==> src/rtl/alu_seq_core.sv <==
// Sequential ALU: single-cycle arithmetic, logic, shift and rotate ops, plus
// iterative shift-add multiply and restoring divide (one bit per cycle).
module alu_seq_core #(
    parameter int WIDTH = 8
) (
    input  logic                 clk,
    input  logic                 rst,
    input  logic [3:0]           mode,
    input  logic [WIDTH-1:0]     a,
    input  logic [WIDTH-1:0]     b,
    input  logic                 start,
    output logic [2*WIDTH-1:0]   result,
    output logic [3:0]           flags,
    output logic                 err,
    output logic                 busy,
    output logic                 done
);

    localparam int CW = $clog2(WIDTH + 1);

    localparam logic [3:0] OP_ADD = 4'd0;
    localparam logic [3:0] OP_SUB = 4'd1;
    localparam logic [3:0] OP_AND = 4'd2;
    localparam logic [3:0] OP_OR  = 4'd3;
    localparam logic [3:0] OP_XOR = 4'd4;
    localparam logic [3:0] OP_NOT = 4'd5;
    localparam logic [3:0] OP_SHL = 4'd6;
    localparam logic [3:0] OP_SHR = 4'd7;
    localparam logic [3:0] OP_ROL = 4'd8;
    localparam logic [3:0] OP_ROR = 4'd9;
    localparam logic [3:0] OP_MUL = 4'd10;
    localparam logic [3:0] OP_DIV = 4'd11;
    localparam logic [3:0] OP_CMP = 4'd12;

    typedef enum logic [1:0] {IDLE, EXEC, ITER, DONE} state_t;

    state_t             state;
    logic [3:0]         op_mode;
    logic [WIDTH-1:0]   op_a;
    logic [WIDTH-1:0]   op_b;
    logic [WIDTH-1:0]   work_hi;
    logic [WIDTH-1:0]   work_lo;
    logic [CW-1:0]      iter_cnt;

    logic [2:0]         sh_amt;
    logic [WIDTH:0]     add_sum;
    logic [WIDTH:0]     sub_diff;
    logic [WIDTH:0]     shl_t;
    logic [WIDTH:0]     shr_t;
    logic [WIDTH-1:0]   rol_res;
    logic [WIDTH-1:0]   ror_res;

    logic [2*WIDTH-1:0] alu_res;
    logic               alu_c;
    logic               alu_v;
    logic               alu_err;
    logic               alu_inv;
    logic               alu_keep;
    logic               alu_n;
    logic               alu_z;
    logic               is_iter_op;

    logic [WIDTH:0]     mul_sum;
    logic [WIDTH:0]     div_shift;
    logic [WIDTH:0]     div_diff;
    logic [WIDTH-1:0]   step_hi;
    logic [WIDTH-1:0]   step_lo;
    logic               last_iter;

    assign sh_amt   = op_b[2:0];
    assign add_sum  = {1'b0, op_a} + {1'b0, op_b};
    assign sub_diff = {1'b0, op_a} - {1'b0, op_b};
    // Extra bit on each side captures the last bit shifted out as carry.
    assign shl_t    = {1'b0, op_a} << sh_amt;
    assign shr_t    = {op_a, 1'b0} >> sh_amt;
    assign rol_res  = (op_a << sh_amt) | (op_a >> (WIDTH - sh_amt));
    assign ror_res  = (op_a >> sh_amt) | (op_a << (WIDTH - sh_amt));

    assign is_iter_op = (op_mode == OP_MUL) || ((op_mode == OP_DIV) && (op_b != '0));

    always_comb begin
        // NOTE: every output of this block gets a default first so no latch is inferred.
        alu_res  = '0;
        alu_c    = 1'b0;
        alu_v    = 1'b0;
        alu_err  = 1'b0;
        alu_inv  = 1'b0;
        alu_keep = 1'b0;
        case (op_mode)
            OP_ADD: begin
                alu_res = {{(WIDTH-1){1'b0}}, add_sum};
                alu_c   = add_sum[WIDTH];
                alu_v   = (op_a[WIDTH-1] == op_b[WIDTH-1]) && (add_sum[WIDTH-1] != op_a[WIDTH-1]);
            end
            OP_SUB, OP_CMP: begin
                alu_res  = {{WIDTH{1'b0}}, sub_diff[WIDTH-1:0]};
                alu_c    = sub_diff[WIDTH];
                alu_v    = (op_a[WIDTH-1] != op_b[WIDTH-1]) && (sub_diff[WIDTH-1] != op_a[WIDTH-1]);
                alu_keep = (op_mode == OP_CMP);
            end
            OP_AND: alu_res = {{WIDTH{1'b0}}, op_a & op_b};
            OP_OR:  alu_res = {{WIDTH{1'b0}}, op_a | op_b};
            OP_XOR: alu_res = {{WIDTH{1'b0}}, op_a ^ op_b};
            OP_NOT: alu_res = {{WIDTH{1'b0}}, ~op_a};
            OP_SHL: begin
                alu_res = {{WIDTH{1'b0}}, shl_t[WIDTH-1:0]};
                alu_c   = shl_t[WIDTH];
            end
            OP_SHR: begin
                alu_res = {{WIDTH{1'b0}}, shr_t[WIDTH:1]};
                alu_c   = shr_t[0];
            end
            OP_ROL: begin
                alu_res = {{WIDTH{1'b0}}, rol_res};
                alu_c   = (sh_amt != 3'd0) && rol_res[0];
            end
            OP_ROR: begin
                alu_res = {{WIDTH{1'b0}}, ror_res};
                alu_c   = (sh_amt != 3'd0) && ror_res[WIDTH-1];
            end
            OP_MUL: ;
            OP_DIV: begin
                // Only reached on divide-by-zero; nonzero divisors go through ITER.
                alu_res = '1;
                alu_err = 1'b1;
            end
            default: begin
                alu_err = 1'b1;
                alu_inv = 1'b1;
            end
        endcase
    end

    assign alu_n = alu_res[WIDTH-1];
    assign alu_z = (alu_res[WIDTH-1:0] == '0);

    // One iteration step: shift-add for MUL, restoring subtract for DIV.
    assign mul_sum   = {1'b0, work_hi} + (work_lo[0] ? {1'b0, op_a} : '0);
    assign div_shift = {work_hi, work_lo[WIDTH-1]};
    assign div_diff  = div_shift - {1'b0, op_b};

    always_comb begin
        if (op_mode == OP_MUL) begin
            step_hi = mul_sum[WIDTH:1];
            step_lo = {mul_sum[0], work_lo[WIDTH-1:1]};
        end else begin
            step_hi = div_diff[WIDTH] ? div_shift[WIDTH-1:0] : div_diff[WIDTH-1:0];
            step_lo = {work_lo[WIDTH-2:0], ~div_diff[WIDTH]};
        end
    end

    assign last_iter = (iter_cnt == CW'(WIDTH - 1));

    always_ff @(posedge clk) begin
        // NOTE: operand and work registers are deliberately not reset; they are reloaded before every use.
        if (state == IDLE && start) begin
            op_mode <= mode;
            op_a    <= a;
            op_b    <= b;
        end
        if (state == EXEC) begin
            work_hi  <= '0;
            work_lo  <= (op_mode == OP_DIV) ? op_a : op_b;
            iter_cnt <= '0;
        end else if (state == ITER) begin
            work_hi  <= step_hi;
            work_lo  <= step_lo;
            iter_cnt <= iter_cnt + CW'(1);
        end
    end

    always_ff @(posedge clk) begin
        if (rst) begin
            state  <= IDLE;
            result <= '0;
            flags  <= '0;
            err    <= 1'b0;
            busy   <= 1'b0;
            done   <= 1'b0;
        end else begin
            done <= 1'b0;
            unique case (state)
                IDLE: if (start) state <= EXEC;
                EXEC: begin
                    busy <= 1'b1;
                    if (is_iter_op) begin
                        state <= ITER;
                    end else begin
                        state <= DONE;
                        done  <= 1'b1;
                        err   <= alu_err;
                        flags <= alu_inv ? 4'b0000 : {alu_n, alu_v, alu_c, alu_z};
                        if (!alu_keep) result <= alu_res;
                    end
                end
                ITER: if (last_iter) begin
                    state  <= DONE;
                    done   <= 1'b1;
                    err    <= 1'b0;
                    result <= {step_hi, step_lo};
                    if (op_mode == OP_MUL)
                        flags <= {step_hi[WIDTH-1], 2'b00, ({step_hi, step_lo} == '0)};
                    else
                        flags <= {step_lo[WIDTH-1], 2'b00, (step_lo == '0)};
                end
                DONE: begin
                    state <= IDLE;
                    busy  <= 1'b0;
                end
            endcase
        end
    end

endmodule

==> config.mk <==
export PLATFORM = sky130hd
export DESIGN_NAME = alu_seq_core
export DESIGN_NICKNAME = d
export VERILOG_FILES = /design/src/rtl/alu_seq_core.sv
export SDC_FILE = /design/constraint.sdc
export NUM_CORES = 1
export LEC_CHECK = 0
export CAP_MARGIN = 20
export CORE_MARGIN = 1
export CORE_UTILIZATION = 35
export CTS_CLUSTER_SIZE = 10
export DETAILED_ROUTE_END_ITERATION = 8
export RECOVER_POWER = 100
export REMOVE_ABC_BUFFERS = 1
export SYNTH_ARGS = -nofsm -noshare
export SYNTH_HDL_FRONTEND = slang
export SYNTH_SLANG_ARGS = --single-unit
==> constraint.sdc <==
create_clock -name clk -period 4.64 [get_ports clk]
set_clock_uncertainty 0.1 [all_clocks]
set_input_delay 1.392 -clock clk [delete_from_list [all_inputs] [get_ports clk]]
set_output_delay 1.392 -clock clk [all_outputs]
set_load 0.005 [all_outputs]
==> run metrics <==
met2 layer wire length in the routed design=a little over 9000 µm; total global routing overflow=0; buffer depth of the longest clock path=2; number of filler instances in the final layout=approximately 1700; average cell area after synthesis=approximately 8.3 µm²; H-tree lvl count=3; root buffer selected by CTS=sky130_fd_sc_hd__clkbuf_16; number of clock sinks=65; final-report setup violation count=0; Async S/R FF share, synth=0%; x dimension of the die=between 100 and 150 µm; Routed Wire Length=21200 µm; crit path kind=reg -> reg; first element of the critical path=state[0]$_SDFFE_PP0P_; insertion delay of the later-clocked pin in the worst-skew pair=approximately 0.34 ns; most common cell in the netlist=sky130_fd_sc_hd__nand2_1; core region area=~17000 µm²; vertical die dimension=about 130 µm; distinct cell type count of the synthesized netlist=73; Slew Viols, Final=0; number of detailed-route iterations in the first pass=7; number of global-route vias before repair=approximately 5600; initial DRC count=slightly above 700; number of synthesized register bits=65; Antenna Cells=0; sequential cell area=1580 µm²; post-synth top area share=a little over an eighth; Final Cell Area=7100 µm²; post-cts resize count=0; data required time of the worst path=4.77 ns; number of buffers added for setup after CTS=0; antenna violation net count after detailed routing=0; pin count of the biggest net entering global routing=35; Setup Total Neg Slack=0 ns; top_reg_cell synth=sky130_fd_sc_hd__dfxtp_1; final-stage net count=852; area growth from synthesis to layout=15.1%; initial standard-cell utilization of the core=between 30 and 40%; number of buffers created by CTS=9; hold buffers post-CTS=0; area occupied by multi-input gates=~4200 µm²; Commonest cells post-synth=sky130_fd_sc_hd__nand2_1, sky130_fd_sc_hd__nor2_1, sky130_fd_sc_hd__a21oi_1; CTS tree=built; DRT met1 WL=around 9200 µm; R2R cell count=9; share of cells above drive strength 1=about 7%; sequential cell area fraction in the yosys report=25.6%; flop-to-flop setup slack=approximately 0.53 ns; vias=5989; status=completed; Placed Instance Area=between 6000 and 7000 µm²; Final Wtd Congestion=approximately 1.0; placed wire-length estimate=between 15000 and 20000 µm; Core Rows=48; minimum clock period after layout=between 4 and 5 ns; # DRC=0; biggest area consumer among synthesized cells=sky130_fd_sc_hd__edfxtp_1; total standard cell area after synthesis=between 6000 and 7000 µm²; number of synthesized flops with an enable pin=28; startpoint types=flip-flop; origin of the critical flop-to-flop path=state[0]$_SDFFE_PP0P_; type of element capturing the critical path=flip-flop; clock slew at reported path FFs=~0.06 ns; Arrival @ worst endpoint=roughly 4.2 ns; unrepaired setup endpoints after global routing=false; per-cell routed wire length=21.1 µm; Final Hold Fails=0; leakage power of the design=2.95 nW; endpoint of the most critical setup path=result[9]$_SDFFE_PP0P_; Cells after Synth=745; slew at the pin with the worst max-slew slack=~1.2 ns; DIE AREA=around 18000 µm²; number of maximum-capacitance constraint violations=0; total global-route track usage=between 20% and 30%; Critical R2R Capture=result[9]$_SDFFE_PP0P_; count of buffers inserted at the top-level ports=45; initial antenna violation count=1; normalized max-slew margin=between 20% and 30%; highest metal layer used by the detailed router=met4; class of the worst hold path=reg -> reg; detailed route wirelength on metal3=1860 µm; top achievable clock speed=~240 MHz; final clock period utilization by the worst path=between 80% and 90%; Synth area leaders=sky130_fd_sc_hd__edfxtp_1, sky130_fd_sc_hd__dfxtp_1, sky130_fd_sc_hd__ha_1; number of I/O pins=46; worst-case vdd ir drop=approximately 0.5 mV; critical path peak fanout=21; first-pass GRT wire length=32800 µm; number of vias per cell after detailed routing=5.96; synthesis warning total=0; power per cell area=~620 nW/µm²
## metal layers
| metal | vias up | track usage, % |
|---|---|---|
| met5 | - | 0 |
| met4 | 0 | 10.9 |
| met3 | 62 | 4.88 |
| met2 | 339 | 35.5 |
| met1 | 2783 | 32.7 |
| li1 | 2805 | - |
## worst max-delay path, stage by stage (launching register included)
cell	delay, ns
sky130_fd_sc_hd__dfxtp_1	0.34
sky130_fd_sc_hd__inv_1	0.12
sky130_fd_sc_hd__ha_1	0.18
sky130_fd_sc_hd__clkbuf_1	0.79
sky130_fd_sc_hd__inv_1	0.52
sky130_fd_sc_hd__o22ai_1	0.38
sky130_fd_sc_hd__and2_0	0.79
sky130_fd_sc_hd__o21ai_0	0.42
sky130_fd_sc_hd__a21oi_1	0.29
sky130_fd_sc_hd__nor2_1	0.07
## how the worst min path moves through the flow
stage | slack, ns | depth (start not counted) | start | endpoint
final | 0.35 | 2 | result[3]$_SDFFE_PP0P_ | result[3]$_SDFFE_PP0P_
after floorplan | 0.34 | 2 | result[0]$_SDFFE_PP0P_ | result[0]$_SDFFE_PP0P_
after detailed placement | 0.35 | 2 | result[3]$_SDFFE_PP0P_ | result[3]$_SDFFE_PP0P_
after global placement | 0.35 | 2 | result[0]$_SDFFE_PP0P_ | result[0]$_SDFFE_PP0P_
after global routing | 0.38 | 2 | result[3]$_SDFFE_PP0P_ | result[3]$_SDFFE_PP0P_
after CTS | 0.36 | 2 | result[3]$_SDFFE_PP0P_ | result[3]$_SDFFE_PP0P_
## cell families after synthesis
logic type      share of synthesized area, %
compound gates                          23.3
buf+inv                                 5.66
xor+xnor                                3.14
mux                                     11.9
flops                                   25.6
simple gates                            19.0
fa+ha+maj                               11.4
## layout by cell type, fill, tap and decap left out, types with 5 or more instances in the layout
cell type                       count
sky130_fd_sc_hd__edfxtp_1          28
sky130_fd_sc_hd__ha_1              50
sky130_fd_sc_hd__a21o_1            12
sky130_fd_sc_hd__dlygate4sd3_1     45
sky130_fd_sc_hd__nor3_1            21
sky130_fd_sc_hd__o211ai_1          10
sky130_fd_sc_hd__nand2b_1          10
sky130_fd_sc_hd__xor2_1            10
sky130_fd_sc_hd__a211o_1            5
sky130_fd_sc_hd__xnor2_1            9
sky130_fd_sc_hd__nor2_1            72
sky130_fd_sc_hd__o22ai_1            8
sky130_fd_sc_hd__nand2_1           73
sky130_fd_sc_hd__o2111ai_1          5
sky130_fd_sc_hd__a21oi_1           58
sky130_fd_sc_hd__inv_1             33
sky130_fd_sc_hd__nor4_1             6
sky130_fd_sc_hd__a22oi_1            5
sky130_fd_sc_hd__a31oi_1            8
sky130_fd_sc_hd__mux2i_1           48
sky130_fd_sc_hd__a221oi_1           9
sky130_fd_sc_hd__buf_4             15
sky130_fd_sc_hd__or3_1              6
sky130_fd_sc_hd__clkbuf_16         10
sky130_fd_sc_hd__dfxtp_1           37
sky130_fd_sc_hd__clkbuf_1           5
sky130_fd_sc_hd__nand3_1            7
sky130_fd_sc_hd__o21ai_0           43
sky130_fd_sc_hd__nor2b_1           11
sky130_fd_sc_hd__and2_1            13
sky130_fd_sc_hd__o21bai_1           7
sky130_fd_sc_hd__a211oi_1           9
sky130_fd_sc_hd__mux4_2             9
## flip-flops by register name (all words and copies together) (netlist names), 4 cells and up
signal and cells:
op_mode 4, result 16, op_a 8, iter_cnt 4, flags 4, op_b 8
work_lo 8, work_hi 8
## report_power, final
group          internal (mW)  leakage, nW  switching (mW)
clock network          0.399        0.149           0.282
logic                   1.03         2.24            1.59
registers              0.833        0.568           0.231
## through the flow
stage | instances | util (%) | total power [mW] | hold WS, ns | worst slack [ns]
global placement | 988 | 39.8 | 3.71 | 0.345 | 0.903
finish | 1005 | 41.2 | 4.37 | 0.351 | 0.527
CTS | 1005 | 41.5 | 4.38 | 0.358 | 0.753
global route | 1005 | 41.2 | 4.65 | 0.378 | 0.205
floorplan | 697 | - | 2.78 | 0.342 | 0.497
detailed placement | 989 | 39.8 | 3.67 | 0.348 | 0.772
## final cells by class
type                       instances  share of cell area [%]
sequential                        65                    22.3
tap                              225                    3.96
clock buffer                      10                    3.52
inverter                          37                    1.96
clock inverter                     6                   0.652
multi-input combinational        595                    59.3
timing repair buffer              67                    8.33
No activity file was read; power rests on OpenSTA's default activity.
